$ cat config.mk
export PLATFORM = sky130hd
export DESIGN_NAME = mem_arbiter
export DESIGN_NICKNAME = d
export VERILOG_FILES = /design/src/rtl/mem_arbiter.sv
export SDC_FILE = /design/constraint.sdc
export NUM_CORES = 1
export LEC_CHECK = 0
export ABC_AREA = 1
export ABC_CLOCK_PERIOD_IN_PS = 3600
export BUFFER_PORTS_ARGS = -buffer_cell sky130_fd_sc_hd__buf_2
export CAP_MARGIN = 10
export CORE_ASPECT_RATIO = 0.9
export CORE_MARGIN = 2
export CORE_UTILIZATION = 55
export DETAILED_ROUTE_END_ITERATION = 12
export PLACE_DENSITY = 0.88
export SLEW_MARGIN = 40
export SYNTH_ARGS = -nofsm -noshare
export SYNTH_HDL_FRONTEND = slang
export SYNTH_SLANG_ARGS = --single-unit
$ cat constraint.sdc
create_clock -name i_clk -period 3.6 [get_ports i_clk]
set_input_delay 0.54 -clock i_clk [delete_from_list [all_inputs] [get_ports i_clk]]
set_output_delay 0.54 -clock i_clk [all_outputs]
set_load 0.005 [all_outputs]
$ cat src/rtl/mem_arbiter.sv
// Two-port round-robin arbiter in front of a single mem-style port.
// Each requester's exec pulse is latched into a holding register; one
// transaction at a time is forwarded to mem and its completion (or a
// watchdog timeout) is routed back to the owning requester.
module mem_arbiter #(
  parameter int AW      = 32,
  parameter int DW      = 32,
  parameter int TIMEOUT = 64
) (
  input  logic          i_clk,
  input  logic          i_reset,
  input  logic          m0_i_exec,
  input  logic [AW-1:0] m0_i_addr,
  input  logic [DW-1:0] m0_i_data,
  input  logic [2:0]    m0_i_sel,
  input  logic          m0_i_we,
  output logic [DW-1:0] m0_o_data,
  output logic          m0_o_fin,
  output logic          m0_o_err,
  output logic          m0_o_busy,
  input  logic          m1_i_exec,
  input  logic [AW-1:0] m1_i_addr,
  input  logic [DW-1:0] m1_i_data,
  input  logic [2:0]    m1_i_sel,
  input  logic          m1_i_we,
  output logic [DW-1:0] m1_o_data,
  output logic          m1_o_fin,
  output logic          m1_o_err,
  output logic          m1_o_busy,
  output logic          o_mem_exec,
  output logic [AW-1:0] o_mem_addr,
  output logic [DW-1:0] o_mem_data,
  output logic [2:0]    o_mem_sel,
  output logic          o_mem_we,
  input  logic [DW-1:0] i_mem_data,
  input  logic          i_mem_fin,
  input  logic          i_mem_busy
);

  localparam logic [0:0] IDLE = 1'b0;
  localparam logic [0:0] WAIT = 1'b1;
  localparam int CW = (TIMEOUT > 1) ? $clog2(TIMEOUT) : 1;

  logic [0:0]    state;
  logic          owner;
  logic          last_grant;
  logic [CW-1:0] wdog;

  logic          pending0, pending1;
  logic [AW-1:0] hold0_addr, hold1_addr;
  logic [DW-1:0] hold0_data, hold1_data;
  logic [2:0]    hold0_sel, hold1_sel;
  logic          hold0_we, hold1_we;

  logic issue, grant1, done_fin, done_to, done;

  assign m0_o_busy = pending0;
  assign m1_o_busy = pending1;

  // Grant decision and completion detection; on a tie the port that was not granted last wins, and a real fin beats the watchdog
  always_comb begin
    issue    = (state == IDLE) && (pending0 || pending1) && !i_mem_busy;
    grant1   = pending1 && (!pending0 || (last_grant == 1'b0));
    done_fin = (state == WAIT) && i_mem_fin;
    done_to  = (state == WAIT) && !i_mem_fin && (TIMEOUT > 0) && (wdog == CW'(TIMEOUT - 1));
    done     = done_fin || done_to;
  end

  // Port 0 request capture; a new exec is ignored while a request is already pending
  always_ff @(posedge i_clk or negedge i_reset) begin
    if (!i_reset) begin
      pending0   <= 1'b0;
      hold0_addr <= '0;
      hold0_data <= '0;
      hold0_sel  <= '0;
      hold0_we   <= 1'b0;
    end else if (m0_i_exec && !pending0) begin
      pending0   <= 1'b1;
      hold0_addr <= m0_i_addr;
      hold0_data <= m0_i_data;
      hold0_sel  <= m0_i_sel;
      hold0_we   <= m0_i_we;
    end else if (done && (owner == 1'b0)) begin
      pending0 <= 1'b0;
    end
  end

  // Port 1 request capture, mirror of port 0
  always_ff @(posedge i_clk or negedge i_reset) begin
    if (!i_reset) begin
      pending1   <= 1'b0;
      hold1_addr <= '0;
      hold1_data <= '0;
      hold1_sel  <= '0;
      hold1_we   <= 1'b0;
    end else if (m1_i_exec && !pending1) begin
      pending1   <= 1'b1;
      hold1_addr <= m1_i_addr;
      hold1_data <= m1_i_data;
      hold1_sel  <= m1_i_sel;
      hold1_we   <= m1_i_we;
    end else if (done && (owner == 1'b1)) begin
      pending1 <= 1'b0;
    end
  end

  // Completion routing: only the owner sees fin/data; a timeout returns zero data with err
  always_ff @(posedge i_clk or negedge i_reset) begin
    if (!i_reset) begin
      m0_o_fin  <= 1'b0;
      m0_o_err  <= 1'b0;
      m0_o_data <= '0;
      m1_o_fin  <= 1'b0;
      m1_o_err  <= 1'b0;
      m1_o_data <= '0;
    end else begin
      m0_o_fin <= done && (owner == 1'b0);
      m0_o_err <= done_to && (owner == 1'b0);
      m1_o_fin <= done && (owner == 1'b1);
      m1_o_err <= done_to && (owner == 1'b1);
      if (done && (owner == 1'b0)) m0_o_data <= done_fin ? i_mem_data : '0;
      if (done && (owner == 1'b1)) m1_o_data <= done_fin ? i_mem_data : '0;
    end
  end

  // Issue FSM: load mem outputs from the winner, hold them through WAIT, run the watchdog
  always_ff @(posedge i_clk or negedge i_reset) begin
    if (!i_reset) begin
      state      <= IDLE;
      owner      <= 1'b0;
      last_grant <= 1'b1;
      wdog       <= '0;
      o_mem_exec <= 1'b0;
      o_mem_addr <= '0;
      o_mem_data <= '0;
      o_mem_sel  <= '0;
      o_mem_we   <= 1'b0;
    end else begin
      o_mem_exec <= issue;
      if (state == IDLE) begin
        if (issue) begin
          o_mem_addr <= grant1 ? hold1_addr : hold0_addr;
          o_mem_data <= grant1 ? hold1_data : hold0_data;
          o_mem_sel  <= grant1 ? hold1_sel  : hold0_sel;
          o_mem_we   <= grant1 ? hold1_we   : hold0_we;
          owner      <= grant1;
          last_grant <= grant1;
          wdog       <= '0;
          state      <= WAIT;
        end
      end else begin
        if (done) begin
          wdog  <= '0;
          state <= IDLE;
        end else begin
          wdog <= wdog + CW'(1);
        end
      end
    end
  end

endmodule

# After elaboration in Yosys (flattened, before gate mapping)
# Cells that the tools add are included.
[word_totals] register_bits=284 elab_cells=68
[classes] reduce_logical=23 addsub=1 n_bitwise=3 eq_ne=1 muxes=15
[op_table] operator="two-way mux 32 bit" n=3
[op_table] operator="two-way mux 6 bit" n=3
[op_table] operator="logical AND 1 bit" n=12
[op_table] operator="two-way mux 1 bit" n=8
[op_table] operator="adder 6 x 1 -> 6 bit, second input constant" n=1
[op_table] operator="equality test 6 bit, second input constant" n=1
[op_table] operator="nonzero test 2 bit" n=3
[op_table] operator="logical NOT 1 bit" n=4
[op_table] operator="logical OR 1 bit" n=3
[op_table] operator="two-way mux 3 bit" n=1
[op_table] operator="NOT 1 bit" n=3
[op_table] operator="AND reduction 2 bit" n=1

# Logic depth before layout (Yosys ltp)
[depth] depth_word=7 ltp_mapped=9 depth_no_buf=8

# Least setup slack after synthesis
# OpenSTA, ideal clock, no wires.
[synth_timing] path_kind="input-to-reg" from="in m0_i_exec" to="reg hold0_data[10]" slack_ps=2242 cell_stages=4 arrival_ps=1233 path_buffers=2 setup_time_ps=125 cell_sequence="nand2_2 buf_6 buf_6 mux2_4"
[synth_via] elab_chain_cells=1
[synth_lines] element="start, declared" line="12" source="input logic m0_i_exec,"
[synth_lines] element="logical AND 1 bit" line="77" source="end else if (m0_i_exec && !pending0) begin"
[synth_lines] element="end signal, assigned" line="80" source="hold0_data <= m0_i_data;"
[synth_lines] element="end, declared" line="51" source="logic [DW-1:0] hold0_data, hold1_data;"
# Every way passes these cells.
# A chain may end at the register's enable or synchronous reset.

# Worst setup path after layout
[layout_timing] from="reg owner" to="reg m0_o_data[7]"
[layout_via] elab_chain_cells=2
[layout_lines] element="start, declared" line="45" source="logic owner;"
[layout_lines] element="start signal, assigned" line="146" source="owner <= grant1;"
[layout_lines] element="NOT 1 bit" line="121" source="if (done && (owner == 1'b0)) m0_o_data <= done_fin ? i_mem_data : '0;"
[layout_lines] element="logical AND 1 bit" line="121"
[layout_lines] element="end signal, assigned" line="121"
[layout_lines] element="end, declared" line="17" source="output logic [DW-1:0] m0_o_data,"
# Every way passes these cells.

==> metrics.txt <==
Yosys top cell area share just over 60%; clk slew on worst S/H paths 0.07 ns; hold depth 2; synthesized cell area between 0.01 and 0.015 mm2; Worst Skew 0.0128 ns; Net Sw Frac roughly a third; initial DRC count ~650; clk_lat worst skew approximately 0.54 ns; Netlist cell types 27; Initial Util a little under three fifths; gr usage total about a quarter; Final GP Congestion 0.788; status finished clean; global-route wire length before repair 46.1 mm; Clock Tree Buf Depth 3; Syn Nets between 1000 and 1500; core area 0.0207 mm2; via count 8867; Final #Nets 1549; final hold vios 0; IO Count 313; top cells by area, synth dfrtp_1 61%, mux2_2 11%, nand2_1 8.9%; initial antenna violation count 3; RSZ-0062 raised after global routing false; Syn Inst Count between 1000 and 1500; Mean Syn Cell Area 10.8 um2; Seq/Total Area, Yosys between 60% and 70%; drt first pass iters 5; Max H-tree Level 1; crit path cell chain buf_4 -> clkinv_1 -> nand2_4 -> nand2_1 -> nand2_1; WS Path Type reg2reg; P_int roughly 8.4 mW; leak pwr 7.36 nW; area leader, netlist dfrtp_1; Switching Power ~4.4 mW; worst rel slew slack a little over two fifths; CP Max Fanout 35; worst path required time ~4.1 ns; final WL roughly 30 mm; Tcrit/Tclk final between 50% and 60%; die width around 160 um; Arrival @ worst endpoint about 2.5 ns; register bit total from synthesis 284; R2R depth 5; postcts setup bufs 0; Max VDD drop around 0.56 mV; largest net degree at the start of global routing 101; vias in the first global route approximately 9100; remaining global-route overflow 0; Final HPWL DP 19.2 mm; FMAX approximately 490 MHz; die area ~0.022 mm2; # setup viols final 0; number of nets with antenna violations after routing 0; critical path launch point type register; most frequent CP cell nand2_1; P&R area growth vs syn 23.1%; combinational fraction of design power 33.1%; Num CTS Buffers 29; max_cap viols 0; slew at the pin with the worst max-slew slack between 0.8 and 0.9 ns; DRC viols 0; TNS Setup 0 ns; routed vias/inst between 5 and 6; Synth async-reset ratio 100%; Clock Power Share between 20% and 30%; Reg power frac between 40% and 50%; slowest stage delay, CP approximately 0.55 ns; Final min period between 2 and 2.5 ns; fillcell total roughly 1600; layout cell share with drive strength beyond 1 between 30% and 40%; Root Buffer Master clkbuf_16; cell row count 50; number of synthesis warnings 0; clock sink total 284; CP max stage cell nand2_4; WL/cell 17.5 um; Main synth FF type dfrtp_1; cts repair resizes 0; Min-Delay Path Class in2reg; chip height ~140 um; Max Slew Vio Count 0; Power Density about 900 mW/mm2; crit end category register; IO Port Bufs about 310; CTS tree yes; number of flops mapped to enable cells by yosys 0; Tot Pwr 12.8 mW
==> routing by layer <==
metal	share of wire (%)	track usage, %	vias up
li1	-	-	4064
met1	38	31.2	4301
met2	49	45.1	404
met3	8.6	7.27	96
met4	4.5	11.3	2
met5	0.044	0	-
==> worst max-delay path, delay by kind of cell, from the launching register on <==
family | cells | cell delay (ns)
buf+inv | 2 | 0.88
simple gates | 3 | 0.76
flops | 1 | 0.32
==> synth_stat cells (3+ instances only) <==
library cell / n
inv_1: 43
o21ai_1: 75
buf_2: 17
nand2_2: 13
o21ai_0: 67
nor2_1: 106
mux2_1: 9
clkbuf_1: 21
dfrtp_1: 283
nand2_1: 274
inv_2: 3
buf_4: 6
mux2_4: 9
nand2_4: 4
mux2_2: 118
buf_6: 14
==> state kept, by name (all words and copies together) (netlist names), 3 cells and up <==
| register | count |
|---|---|
| wdog | 6 |
| hold1_addr | 32 |
| hold1_data | 32 |
| m1_o_data | 32 |
| o_mem_data | 32 |
| o_mem_addr | 32 |
| m0_o_data | 32 |
| hold0_data | 32 |
| hold1_sel | 3 |
| o_mem_sel | 3 |
| hold0_sel | 3 |
| hold0_addr | 32 |
==> layout make-up <==
type	count	area (um2)	share of cell area (%)
Antenna cell	3	7.51	0.0527
Clock buffer	39	803	5.64
Clock inverter	12	120	0.843
Inverter	48	181	1.27
Multi-Input combinational cell	685	3940	27.6
Sequential cell	284	7110	49.9
Tap cell	286	358	2.51
Timing Repair Buffer	326	1740	12.2
==> what timing repair did <==
action	CTS	global route
hold endpoints to repair	0	42
endpoints found under the setup margin	0	0
hold buffers	0	1
==> path summary, 6_finish.rpt <==
| check | start | end | slack (ns) |
|---|---|---|---|
| max reg2reg | owner | m0_o_data[7] | 1.56 |
| min | m1_i_addr[23] | hold1_addr[23] | 0.21 |
| max in group asynchronous | i_reset | last_grant | 2.01 |
| max | owner | m0_o_data[7] | 1.56 |
| min reg2reg | m0_o_data[20] | m0_o_data[20] | 0.47 |
| min in group asynchronous | i_reset | m0_o_data[19] | 0.49 |
==> cells by family after synthesis <==
group | Yosys count | share of synthesized area (%)
buf+inv | 106 | 4.73
compound gates | 143 | 6.28
flops | 284 | 61.4
simple gates | 402 | 13.7
xor+xnor | 3 | 0.227
fa+ha+maj | 1 | 0.108
mux | 136 | 13.5
==> power by group through the flow <==
stage | Combinational, mW | Sequential [mW] | Clock, mW
floorplan | 2.67 | 5.50 | 0
global placement | 4.01 | 5.55 | 0
detailed placement | 4.24 | 5.63 | 0
CTS | 4.26 | 5.61 | 2.97
global route | 4.70 | 5.80 | 3.09
finish | 4.23 | 5.63 | 2.92
==> placed cells by master (no fill, tap or decap), drive strengths merged <==
master	Yosys	final
dfrtp	283	283
a21oi	1	1
o21ai	142	142
nand2	291	291
inv	46	48
xor2	1	1
diode	0	3
buf	37	325
clkinv	2	9
clkbuf	21	39
mux2	136	136
dlygate4sd3	0	1
nand3	3	3
nor3	1	1
bufinv	0	2
clkinvlp	0	1
ha	1	1
dfstp	1	1
nor2	107	107
xnor2	2	2
==> stage by stage <==
stage	area (um2)	setup slack [ns]	hold slack [ns]	util (%)	cells
2_1_floorplan	11600	2.24	0.244	-	1075
3_3_place_gp	13300	1.56	0.448	64.1	1627
3_5_place_dp	13300	1.50	0.454	64.2	1627
4_1_cts	14200	1.54	0.0659	68.6	1678
5_1_grt	14200	1.39	0.206	68.8	1681
6_report	14300	1.56	0.207	68.8	1683
No activity file was read; power rests on OpenSTA's default activity.
